**config.mk**
```make
export PLATFORM = sky130hd
export DESIGN_NAME = frame_pair_streamer_flat
export DESIGN_NICKNAME = d
export VERILOG_FILES = /design/src/rtl/frame_pair_streamer_if.sv /design/src/rtl/frame_pair_streamer.sv /design/src/flat_wrapper.sv
export SDC_FILE = /design/constraint.sdc
export NUM_CORES = 1
export LEC_CHECK = 0
export ABC_AREA = 1
export CAP_MARGIN = 20
export CELL_PAD_IN_SITES_DETAIL_PLACEMENT = 0
export CELL_PAD_IN_SITES_GLOBAL_PLACEMENT = 2
export CORE_ASPECT_RATIO = 1.2
export CORE_MARGIN = 4
export CORE_UTILIZATION = 36
export DETAILED_ROUTE_END_ITERATION = 6
export PLACE_DENSITY = 0.92
export SYNTH_ARGS = -nofsm -noshare
export SYNTH_HDL_FRONTEND = slang
export SYNTH_SLANG_ARGS = --single-unit
```
**constraint.sdc**
```tcl
create_clock -name clk -period 4.35 [get_ports clk]
set_input_delay 0.6525 -clock clk [delete_from_list [all_inputs] [get_ports clk]]
set_output_delay 0.6525 -clock clk [all_outputs]
set_load 0.02 [all_outputs]
```
**src/rtl/frame_pair_streamer_if.sv**
```systemverilog
// Frame-buffer read port and paired-pixel output stream of frame_pair_streamer.
// The streamer drives through 'master'; a frame-buffer/consumer pair sits on 'slave'.
interface frame_pair_streamer_if #(
    parameter int PIXEL_WIDTH = 8,
    parameter int ADDR_WIDTH  = 17
);
    logic                   mem_rd_en;
    logic [ADDR_WIDTH-1:0]  mem_addr;
    logic [PIXEL_WIDTH-1:0] mem_rdata_curr;
    logic [PIXEL_WIDTH-1:0] mem_rdata_prev;
    logic [PIXEL_WIDTH-1:0] pixel_curr;
    logic [PIXEL_WIDTH-1:0] pixel_prev;
    logic                   pixel_valid;
    logic [9:0]             pixel_x_out;
    logic [8:0]             pixel_y_out;
    logic                   frame_start;
    logic                   frame_end;

    modport master (
        output mem_rd_en, mem_addr,
        input  mem_rdata_curr, mem_rdata_prev,
        output pixel_curr, pixel_prev, pixel_valid,
        output pixel_x_out, pixel_y_out, frame_start, frame_end
    );

    modport slave (
        input  mem_rd_en, mem_addr,
        output mem_rdata_curr, mem_rdata_prev,
        input  pixel_curr, pixel_prev, pixel_valid,
        input  pixel_x_out, pixel_y_out, frame_start, frame_end
    );
endinterface

```
**src/rtl/frame_pair_streamer.sv**
```systemverilog
// Raster-order reader of the current/previous frame buffers over one shared address,
// emitting registered pixel pairs with coordinates, line blanking and a done pulse.
//
//   state   | meaning
//   IDLE    | waiting for start, address parked at 0
//   READ    | one read per cycle, raster counters advance
//   BLANK   | H_BLANK idle cycles between lines
//   DRAIN   | RD_LATENCY+1 cycles while the last reads leave the pipeline
//   DONE    | one-cycle done pulse
module frame_pair_streamer #(
    parameter int WIDTH       = 320,
    parameter int HEIGHT      = 240,
    parameter int PIXEL_WIDTH = 8,
    parameter int RD_LATENCY  = 1,
    parameter int H_BLANK     = 0,
    parameter int ADDR_WIDTH  = $clog2(WIDTH*HEIGHT)
) (
    input  logic clk,
    input  logic rst_n,
    input  logic start,
    output logic busy,
    output logic done,
    frame_pair_streamer_if.master bus
);

    typedef enum logic [2:0] {S_IDLE, S_READ, S_BLANK, S_DRAIN, S_DONE} state_t;

    typedef struct packed {
        logic       valid;
        logic       fs;
        logic       fe;
        logic [9:0] x;
        logic [8:0] y;
    } tag_t;

    state_t                 state_q, state_d;
    logic [9:0]             x_q, x_d;
    logic [8:0]             y_q, y_d;
    logic [ADDR_WIDTH-1:0]  addr_q, addr_d;
    logic [7:0]             timer_q, timer_d;
    logic                   rd_en;
    logic                   last_col, last_row;
    tag_t                   tag_in;
    tag_t                   pipe_q [RD_LATENCY];
    tag_t                   tail;

    logic [PIXEL_WIDTH-1:0] curr_q, prev_q;
    logic [9:0]             px_q;
    logic [8:0]             py_q;
    logic                   valid_q, fs_q, fe_q;

    assign last_col = (x_q == 10'(WIDTH - 1));
    assign last_row = (y_q == 9'(HEIGHT - 1));

    always_ff @(posedge clk or negedge rst_n) begin
        if (!rst_n) begin
            state_q <= S_IDLE;
            x_q     <= '0;
            y_q     <= '0;
            addr_q  <= '0;
            timer_q <= '0;
        end else begin
            state_q <= state_d;
            x_q     <= x_d;
            y_q     <= y_d;
            addr_q  <= addr_d;
            timer_q <= timer_d;
        end
    end

    always_comb begin
        state_d = state_q;
        x_d     = x_q;
        y_d     = y_q;
        addr_d  = addr_q;
        timer_d = timer_q;
        rd_en   = 1'b0;
        case (state_q)
            S_IDLE: begin
                x_d    = '0;
                y_d    = '0;
                addr_d = '0;
                if (start) state_d = S_READ;
            end
            S_READ: begin
                rd_en = 1'b1;
                if (last_col && last_row) begin
                    // park the address so no read can run past the last pixel
                    state_d = S_DRAIN;
                    timer_d = 8'(RD_LATENCY);
                    x_d     = '0;
                    y_d     = '0;
                    addr_d  = '0;
                end else if (last_col) begin
                    x_d    = '0;
                    y_d    = y_q + 9'd1;
                    addr_d = addr_q + ADDR_WIDTH'(1);
                    if (H_BLANK > 0) begin
                        state_d = S_BLANK;
                        timer_d = 8'(H_BLANK - 1);
                    end
                end else begin
                    x_d    = x_q + 10'd1;
                    addr_d = addr_q + ADDR_WIDTH'(1);
                end
            end
            S_BLANK: begin
                if (timer_q == 8'd0) state_d = S_READ;
                else                 timer_d = timer_q - 8'd1;
            end
            S_DRAIN: begin
                if (timer_q == 8'd0) state_d = S_DONE;
                else                 timer_d = timer_q - 8'd1;
            end
            S_DONE:  state_d = S_IDLE;
            default: state_d = S_IDLE;
        endcase
    end

    always_comb begin
        tag_in       = '0;
        tag_in.valid = rd_en;
        tag_in.fs    = rd_en && (x_q == 10'd0) && (y_q == 9'd0);
        tag_in.fe    = rd_en && last_col && last_row;
        tag_in.x     = x_q;
        tag_in.y     = y_q;
    end

    // coordinate/flag delay line matched to the frame-buffer read latency
    always_ff @(posedge clk or negedge rst_n) begin
        if (!rst_n) begin
            for (int i = 0; i < RD_LATENCY; i++) pipe_q[i] <= '0;
        end else begin
            pipe_q[0] <= tag_in;
            for (int i = 1; i < RD_LATENCY; i++) pipe_q[i] <= pipe_q[i-1];
        end
    end

    assign tail = pipe_q[RD_LATENCY-1];

    always_ff @(posedge clk or negedge rst_n) begin
        if (!rst_n) begin
            curr_q  <= '0;
            prev_q  <= '0;
            px_q    <= '0;
            py_q    <= '0;
            valid_q <= 1'b0;
            fs_q    <= 1'b0;
            fe_q    <= 1'b0;
        end else begin
            valid_q <= tail.valid;
            fs_q    <= tail.valid & tail.fs;
            fe_q    <= tail.valid & tail.fe;
            if (tail.valid) begin
                curr_q <= bus.mem_rdata_curr;
                prev_q <= bus.mem_rdata_prev;
                px_q   <= tail.x;
                py_q   <= tail.y;
            end
        end
    end

    assign busy            = (state_q != S_IDLE);
    assign done            = (state_q == S_DONE);
    assign bus.mem_rd_en   = rd_en;
    assign bus.mem_addr    = addr_q;
    assign bus.pixel_curr  = curr_q;
    assign bus.pixel_prev  = prev_q;
    assign bus.pixel_valid = valid_q;
    assign bus.pixel_x_out = px_q;
    assign bus.pixel_y_out = py_q;
    assign bus.frame_start = fs_q;
    assign bus.frame_end   = fe_q;

endmodule

```
**src/flat_wrapper.sv**
```systemverilog
// flat-port wrapper written by rule: the top's interface ports become plain ports
module frame_pair_streamer_flat 
#(
    parameter int WIDTH       = 320,
    parameter int HEIGHT      = 240,
    parameter int PIXEL_WIDTH = 8,
    parameter int RD_LATENCY  = 1,
    parameter int H_BLANK     = 0,
    parameter int ADDR_WIDTH  = $clog2(WIDTH*HEIGHT)
)
  (clk, rst_n, start, busy, done, bus_mem_rd_en, bus_mem_addr, bus_mem_rdata_curr, bus_mem_rdata_prev, bus_pixel_curr, bus_pixel_prev, bus_pixel_valid, bus_pixel_x_out, bus_pixel_y_out, bus_frame_start, bus_frame_end);
  frame_pair_streamer_if #(.PIXEL_WIDTH(PIXEL_WIDTH), .ADDR_WIDTH(ADDR_WIDTH)) bus_i ();
  input  logic clk;
  input  logic rst_n;
  input  logic start;
  output logic busy;
  output logic done;
  output wire logic [$bits(bus_i.mem_rd_en)-1:0] bus_mem_rd_en;
  output wire logic [$bits(bus_i.mem_addr)-1:0] bus_mem_addr;
  input wire logic [$bits(bus_i.mem_rdata_curr)-1:0] bus_mem_rdata_curr;
  input wire logic [$bits(bus_i.mem_rdata_prev)-1:0] bus_mem_rdata_prev;
  output wire logic [$bits(bus_i.pixel_curr)-1:0] bus_pixel_curr;
  output wire logic [$bits(bus_i.pixel_prev)-1:0] bus_pixel_prev;
  output wire logic [$bits(bus_i.pixel_valid)-1:0] bus_pixel_valid;
  output wire logic [$bits(bus_i.pixel_x_out)-1:0] bus_pixel_x_out;
  output wire logic [$bits(bus_i.pixel_y_out)-1:0] bus_pixel_y_out;
  output wire logic [$bits(bus_i.frame_start)-1:0] bus_frame_start;
  output wire logic [$bits(bus_i.frame_end)-1:0] bus_frame_end;
  assign bus_mem_rd_en = bus_i.mem_rd_en;
  assign bus_mem_addr = bus_i.mem_addr;
  assign bus_i.mem_rdata_curr = bus_mem_rdata_curr;
  assign bus_i.mem_rdata_prev = bus_mem_rdata_prev;
  assign bus_pixel_curr = bus_i.pixel_curr;
  assign bus_pixel_prev = bus_i.pixel_prev;
  assign bus_pixel_valid = bus_i.pixel_valid;
  assign bus_pixel_x_out = bus_i.pixel_x_out;
  assign bus_pixel_y_out = bus_i.pixel_y_out;
  assign bus_frame_start = bus_i.frame_start;
  assign bus_frame_end = bus_i.frame_end;
  frame_pair_streamer #(.WIDTH(WIDTH), .HEIGHT(HEIGHT), .PIXEL_WIDTH(PIXEL_WIDTH), .RD_LATENCY(RD_LATENCY), .H_BLANK(H_BLANK), .ADDR_WIDTH(ADDR_WIDTH)) u_core (.clk(clk), .rst_n(rst_n), .start(start), .busy(busy), .done(done), .bus(bus_i));
endmodule
```
==> impl_results.md, run 1 <==
- Reg-to-reg critical path endpoint: u_core.x_q[0]
- Maximum vdd ir drop: roughly 260 uV
- Post-route ant nets: 0
- Clock sinks: between 100 and 150
- Max Slew Vio Count: 0
- Ys async rst share: 1.00
- Kind of critical path: reg2out
- Tmin final: 2520 ps
- CTS clock-pin slew for the worst setup and hold paths: around 70 ps
- Violation count after the first detailed-route iteration: ~180
- Width of the die: between 100 and 150 um
- Multi-input gate area: between 1500 and 2000 um^2
- Status: finished, final reports clean
- Initial antenna violation count: 0
- Root buffer cell: clkbuf_16
- CTS Buf Count: 9
- Fin area: 6090 um^2
- Distinct cells, synth: 31
- Via Count: ~3,600
- Synthesized instance count: 500
- Placed instance area: ~5800 um^2
- Drt total wl: a little under 10 mm
- Count of final hold-check violations: 0
- Post-synth EDFFs: 0
- Gr usage total: 0.137
- Mean Syn Cell Area: 9.66 um^2
- Synth area leaders: dfrtp_1 55%, nand2_1 9.1%, mux2_2 8.2%, nand3_1 4.9%, inv_1 3.7%
- Placed Cells: 738
- Max-cap violations: 0
- Achievable Freq: approximately 400 MHz
- Final Non-Filler Cells: around 760
- Layout cells sized above 1: 0.126
- Clock latency on the worst-skew pair: approximately 350 ps
- Overflow after GRT: 0
- Startpoint Class: flip-flop
- Worst-path maximum fanout: 16
- Post-synthesis cell area: roughly 4800 um^2
- Critical Path Slowest Stage Cell: clkdlybuf4s50_1
- Row cnt: between 40 and 50
- CTS tree: yes
- Pleak: about 0.0028 uW
- Drc violations: 0
- # nets final: 608
- Reg2reg path depth: 7
- IO buf count: 76
- Hold crit path type: in2async
- Post-DR wirelength/cell: approximately 13 um
- Vias in the first global route: around 3,500
- Final setup violation count: 0
- Largest net degree at the start of global routing: 83
- Register area: between 2000 and 3000 um^2
- Die area: about 15,000 um^2
- Synth top area share: 0.554
- Number of synthesis warnings: 0
- Post-DP HPWL: around 7.1 mm
- Core Footprint: roughly 13,000 um^2
- Power per cell area: roughly 520 nW/um^2
- Worst path bufs/invs: 2
- Largest area contributor in the netlist: dfrtp_1
- Syn nets: ~530
- ANT cells: 0
- Data required time of the worst path: roughly 3700 ps
- First-pass DRT Iterations: 4
- Primary FF master, synth: dfrtp_1
- # Post-CTS Setup Buffers: 0
- Die H: roughly 130 um
- Sequential-to-total area share from yosys stat: 0.554
- Clk buf depth: 2
- H-tree depth: 3
- Fin Hold WS: between 200 and 300 ps
- Critical Path End Type: output port
- # IOs: 77
- Hold-fix buffers, CTS: 0
- Synth top cells by count: 117 x nand2_1, 107 x dfrtp_1, 48 x inv_1, 47 x nand3_1, 42 x nor2_1
- Setup_tns: 0 ps
- Reg-to-reg slack, setup: ~2400 ps
- Crit path cell chain: nor3_4, buf_4, clkdlybuf4s50_1
- Cell with the most instances after synthesis: nand2_1
- Max incr delay on CP: around 640 ps
- GP Congestion: between 0.8 and 0.9
- Slew @ Worst Pin: 511 ps
- Area Growth Syn to Fin: 26.1%
- Drt via density: about 4.8
- Arrival time worst endpoint: ~1900 ps
- Tcrit/Tclk final: 0.580
- RSZ-0062 raised after global routing: no
- CP top delay family: buffers and inverters
- First-pass GRT wire length: between 15 and 20 mm
- Max-slew headroom: 0.657
- Cts repair resizes: 0
- Synth Register Bits: ~110
- Fillers: approximately 1,300
- Worst R2R Start: u_core.state_q[1]
- Initial core utilization: 0.367
- Clk_skew: approximately 9 ps
[logic make-up after synthesis]
| family | share of synthesized area |
|---|---|
| buffers and inverters | 0.0528 |
| AND/OR/NAND/NOR | 0.219 |
| adder cells (fa/ha/maj) | 0.0181 |
| XOR/XNOR | 0.0344 |
| flip-flops | 0.554 |
| AO/OA/AOI/OAI | 0.0394 |
| multiplexers | 0.0816 |
[flip-flops by register name (all words and copies together) (netlist names), 3 cells and up]
signal and flops:
u_core.bus.mem_addr 17, u_core.bus.pixel_curr 8, u_core.bus.pixel_prev 8, u_core.bus.pixel_x_out 10
u_core.bus.pixel_y_out 9, u_core.pipe_q 22, u_core.state_q 3, u_core.timer_q 8
u_core.x_q 10, u_core.y_q 9
[per-stage QoR]
stage	setup WS [ps]	util	power, uW
after floorplan	2750	-	1970
after global placement	2200	0.438	2390
after detailed placement	2180	0.438	2410
after CTS	1810	0.460	3220
after global routing	1750	0.462	3360
final	1830	0.462	3170
[worst max-delay path by stage]
stage / end / from / depth (start not counted)
global placement: bus_mem_rd_en / u_core.state_q[1] / 3
floorplan: bus_mem_rd_en / u_core.state_q[1] / 2
CTS: bus_mem_rd_en / u_core.state_q[1] / 3
finish: bus_mem_rd_en / u_core.state_q[1] / 3
global route: bus_mem_rd_en / u_core.state_q[1] / 3
detailed placement: bus_mem_rd_en / u_core.state_q[1] / 3
[metal layers]
metal  wire length [um]  global-route usage
met5                  0                   0
met4                123              0.0554
met3                483              0.0247
met2               4840               0.223
met1               4480               0.181
[power breakdown]
group	switching [uW]	internal, uW	leakage, uW
Sequential	121	1190	0.00142
Combinational	587	478	0.00126
Clock	376	416	0.000140
Total	1080	2080	0.00283
[layout by cell type (no fill, tap or decap), types with 2 or more instances in the layout]
master,count
ha_1,7
o22ai_1,9
nor2_1,42
inv_6,2
nand4_1,14
xnor2_1,6
mux2_2,35
clkdlybuf4s50_1,75
dfrtp_1,107
nand2_2,3
nor3_1,4
nor2_4,4
o21ai_0,16
inv_1,48
nor2_2,2
nand2_1,117
clkinvlp_4,2
clkbuf_16,9
buf_4,4
xor2_1,13
inv_2,4
inv_8,2
o21bai_1,2
nand3_1,47
a21oi_1,2
[final cells by class]
| class | instances | area share |
|---|---|---|
| Clock buffer | 10 | 0.0392 |
| Clock inverter | 6 | 0.00904 |
| Inverter | 53 | 0.0331 |
| Multi-Input combinational cell | 331 | 0.312 |
| Sequential cell | 107 | 0.440 |
| Tap cell | 168 | 0.0345 |
| Timing Repair Buffer | 80 | 0.133 |
Note: power is estimated with default switching activity, not from simulation.
==> run 2, diff against run 1 <==
--- a/config.mk
+++ b/config.mk
@@ -11,9 +11,9 @@
 export CELL_PAD_IN_SITES_GLOBAL_PLACEMENT = 2
 export CORE_ASPECT_RATIO = 1.2
 export CORE_MARGIN = 4
-export CORE_UTILIZATION = 36
+export CORE_UTILIZATION = 33
 export DETAILED_ROUTE_END_ITERATION = 6
-export PLACE_DENSITY = 0.92
+export PLACE_DENSITY = 0.86
 export SYNTH_ARGS = -nofsm -noshare
 export SYNTH_HDL_FRONTEND = slang
 export SYNTH_SLANG_ARGS = --single-unit
==> constraint.sdc (replaced) <==
create_clock -name clk -period 2.6 [get_ports clk]
set_input_delay 0.39 -clock clk [delete_from_list [all_inputs] [get_ports clk]]
set_output_delay 0.39 -clock clk [all_outputs]
set_load 0.02 [all_outputs]
==> run 2 against run 1 <==
Non-clock buffer count rose by 3. Final cell count rose by 1.2%. Worst hold slack got worse by 200 ps. Via count barely moved. Sequential power rose by 67%. First-iteration DRC count fell by 41%. Critical path depth did not move. Die area rose by 8.5%. Sequential share of layout area fell by 0.18 points. Register-to-register slack got worse by 1500 ps. Worst setup slack got worse by 1400 ps. Critical endpoint is now busy. Clock power rose by 79%.
==> impl_results.md, run 2 (same netlist as run 1, synthesis figures left out) <==
- Status: finished, final reports clean
- Gr usage total: 0.133 (-0.00413)
- Clk buf depth: 2 (unchanged)
- Multi-input gate area: 1900 um^2 (unchanged)
- Die H: 141 um (+4.2%)
- Critical Path Slowest Stage Cell: clkdlybuf4s50_1
- CTS Buf Count: 9 (unchanged)
- Width of the die: 118 um (+4.1%)
- First-pass GRT wire length: 18.2 mm (+6.0%)
- Met2 Usage GRT: 0.206 (-0.0174)
- Achievable Freq: between 400 and 500 MHz
- Count of final hold-check violations: 0 (unchanged)
- Largest net degree at the start of global routing: 52 (-37%)
- Final setup violation count: 0 (unchanged)
- Max-cap violations: 0 (unchanged)
- # nets final: 611 (+0.49%)
- IO buf count: 76 (unchanged)
- Drc violations: 0 (unchanged)
- Root buffer cell: clkbuf_16
- Max-slew headroom: 0.591 (-0.0661)
- Grt peak-use layer: met2
- Clock sinks: 107 (unchanged)
- Commonest non-fill, non-tap cells in the layout: 117 x nand2_1, 107 x dfrtp_1, 75 x clkdlybuf4s50_1
- Crit path cell chain: inv_1, nand3_1, clkdlybuf4s50_1
- Final Non-Filler Cells: 764 (+1.2%)
- CTS tree: yes
- Placed Cells: 749 (+1.5%)
- Area Growth Syn to Fin: 26.6%
- Layout cells sized above 1: 0.127 (+0.00127)
- ANT cells: 0 (unchanged)
- Max reg flops: 22 (unchanged)
- Initial antenna violation count: 0 (unchanged)
- CP top delay family: buffers and inverters
- Pre-CTS setup slack: 795 ps (-1390 ps)
- Drt total wl: 10.3 mm (+4.1%)
- Clk_skew: 9.23 ps (+0.146 ps)
- Initial core utilization: 0.337 (-0.0300)
- H-tree depth: 3 (unchanged)
- Post-DP HPWL: 7.53 mm (+5.8%)
- Fillers: 1,394 (+8.4%)
- Clock latency on the worst-skew pair: 350 ps (about the same)
- Worst-path maximum fanout: 4 (-12)
- Die area: 16,600 um^2 (+8.5%)
- Startpoint Class: flip-flop
- Final Core Density: 0.426 (-0.0360)
- Via Count: 3,614 (+0.083%)
- Slew @ Worst Pin: 614 ps (+103 ps)
- Hold crit path type: in2async
- CTS clock-pin slew for the worst setup and hold paths: 70 ps (about the same)
- Drt via density: 4.73 (-1.1%)
- Data required time of the worst path: 2210 ps (-1490 ps)
- Hold-fix buffers, CTS: 0 (unchanged)
- Register area: 2680 um^2 (unchanged)
- GP Congestion: 0.812 (-0.28%)
- RSZ-0062 raised after global routing: no
- Row cnt: 48 (+4.3%)
- Reg with most FFs: u_core.pipe_q
- # Post-CTS Setup Buffers: 0 (unchanged)
- Overflow after GRT: 0 (unchanged)
- Final WS setup: 428 ps (-1400 ps)
- Post-route ant nets: 0 (unchanged)
- Cts repair resizes: 0 (unchanged)
- Critical Path End Type: output port
- Maximum vdd ir drop: 427 uV (+63%)
- Pleak: 0.00284 uW (+0.67%)
- Setup_tns: 0 ps (unchanged)
- Violation count after the first detailed-route iteration: 107 (-41%)
- Commonest non-fill, non-tap cell in the layout: nand2_1
- Core Footprint: 14,400 um^2 (+8.9%)
- Power per cell area: 887 nW/um^2 (+71%)
- # IOs: 77 (unchanged)
- Worst path bufs/invs: 2 (unchanged)
- Arrival time worst endpoint: 1780 ps (-90 ps)
- First-pass DRT Iterations: 4 (unchanged)
- Max Slew Vio Count: 0 (unchanged)
- Met3 Use GR: 0.0287 (+0.00402)
- Kind of critical path: reg2out
- Met1 usage: 0.179 (-0.00236)
- Tmin final: ~2200 ps
- Vias in the first global route: 3,719 (+5.4%)
- Post-DR wirelength/cell: 13.5 um (+2.9%)
- Max incr delay on CP: 670 ps (+30 ps)
- Tcrit/Tclk final: 0.835
==> run 2: through the flow <==
stage / hold WS [ps] / total power (uW) / instance area (um^2)
final: 66.8 / 5420 / 6110
after global routing: 115 / 5750 / 6110
after global placement: 421 / 4040 / 5810
after detailed placement: 425 / 4070 / 5810
after floorplan: 94.4 / 3290 / 4830
after CTS: 84.6 / 5510 / 6110
==> run 2: area by class of cell <==
type | count | area share
clock inverter | 5 | 0.0129
timing repair buffer | 83 | 0.133
inverter | 53 | 0.0329
sequential | 107 | 0.438
clock buffer | 10 | 0.0374
multi-input combinational | 331 | 0.310
tap | 175 | 0.0358
==> run 2: final timing paths <==
path	startpoint	to	slack (ps)	depth (start not counted)
hold reg to reg	u_core.x_q[1]	u_core.pipe_q[10]	440	0
setup / recovery	u_core.state_q[2]	busy	430	3
hold / removal	rst_n	u_core.x_q[0]	70	1
max in group asynchronous	rst_n	u_core.bus.mem_addr[4]	1860	2
min in group clk	u_core.x_q[1]	u_core.pipe_q[10]	440	0
setup reg to reg	u_core.y_q[0]	u_core.timer_q[4]	870	8
==> run 2: routing by layer <==
| metal | wire length [um] | share of wire |
|---|---|---|
| met3 | 446 | 0.043 |
| met5 | 0 | 0 |
| met1 | 4900 | 0.47 |
| met4 | 221 | 0.021 |
| met2 | 4760 | 0.46 |
==> run 2: report_power, final <==
part | switching, uW | internal (uW)
Clock | 582 | 837
Combinational | 1000 | 808
Sequential | 206 | 1990
Total | 1790 | 3630
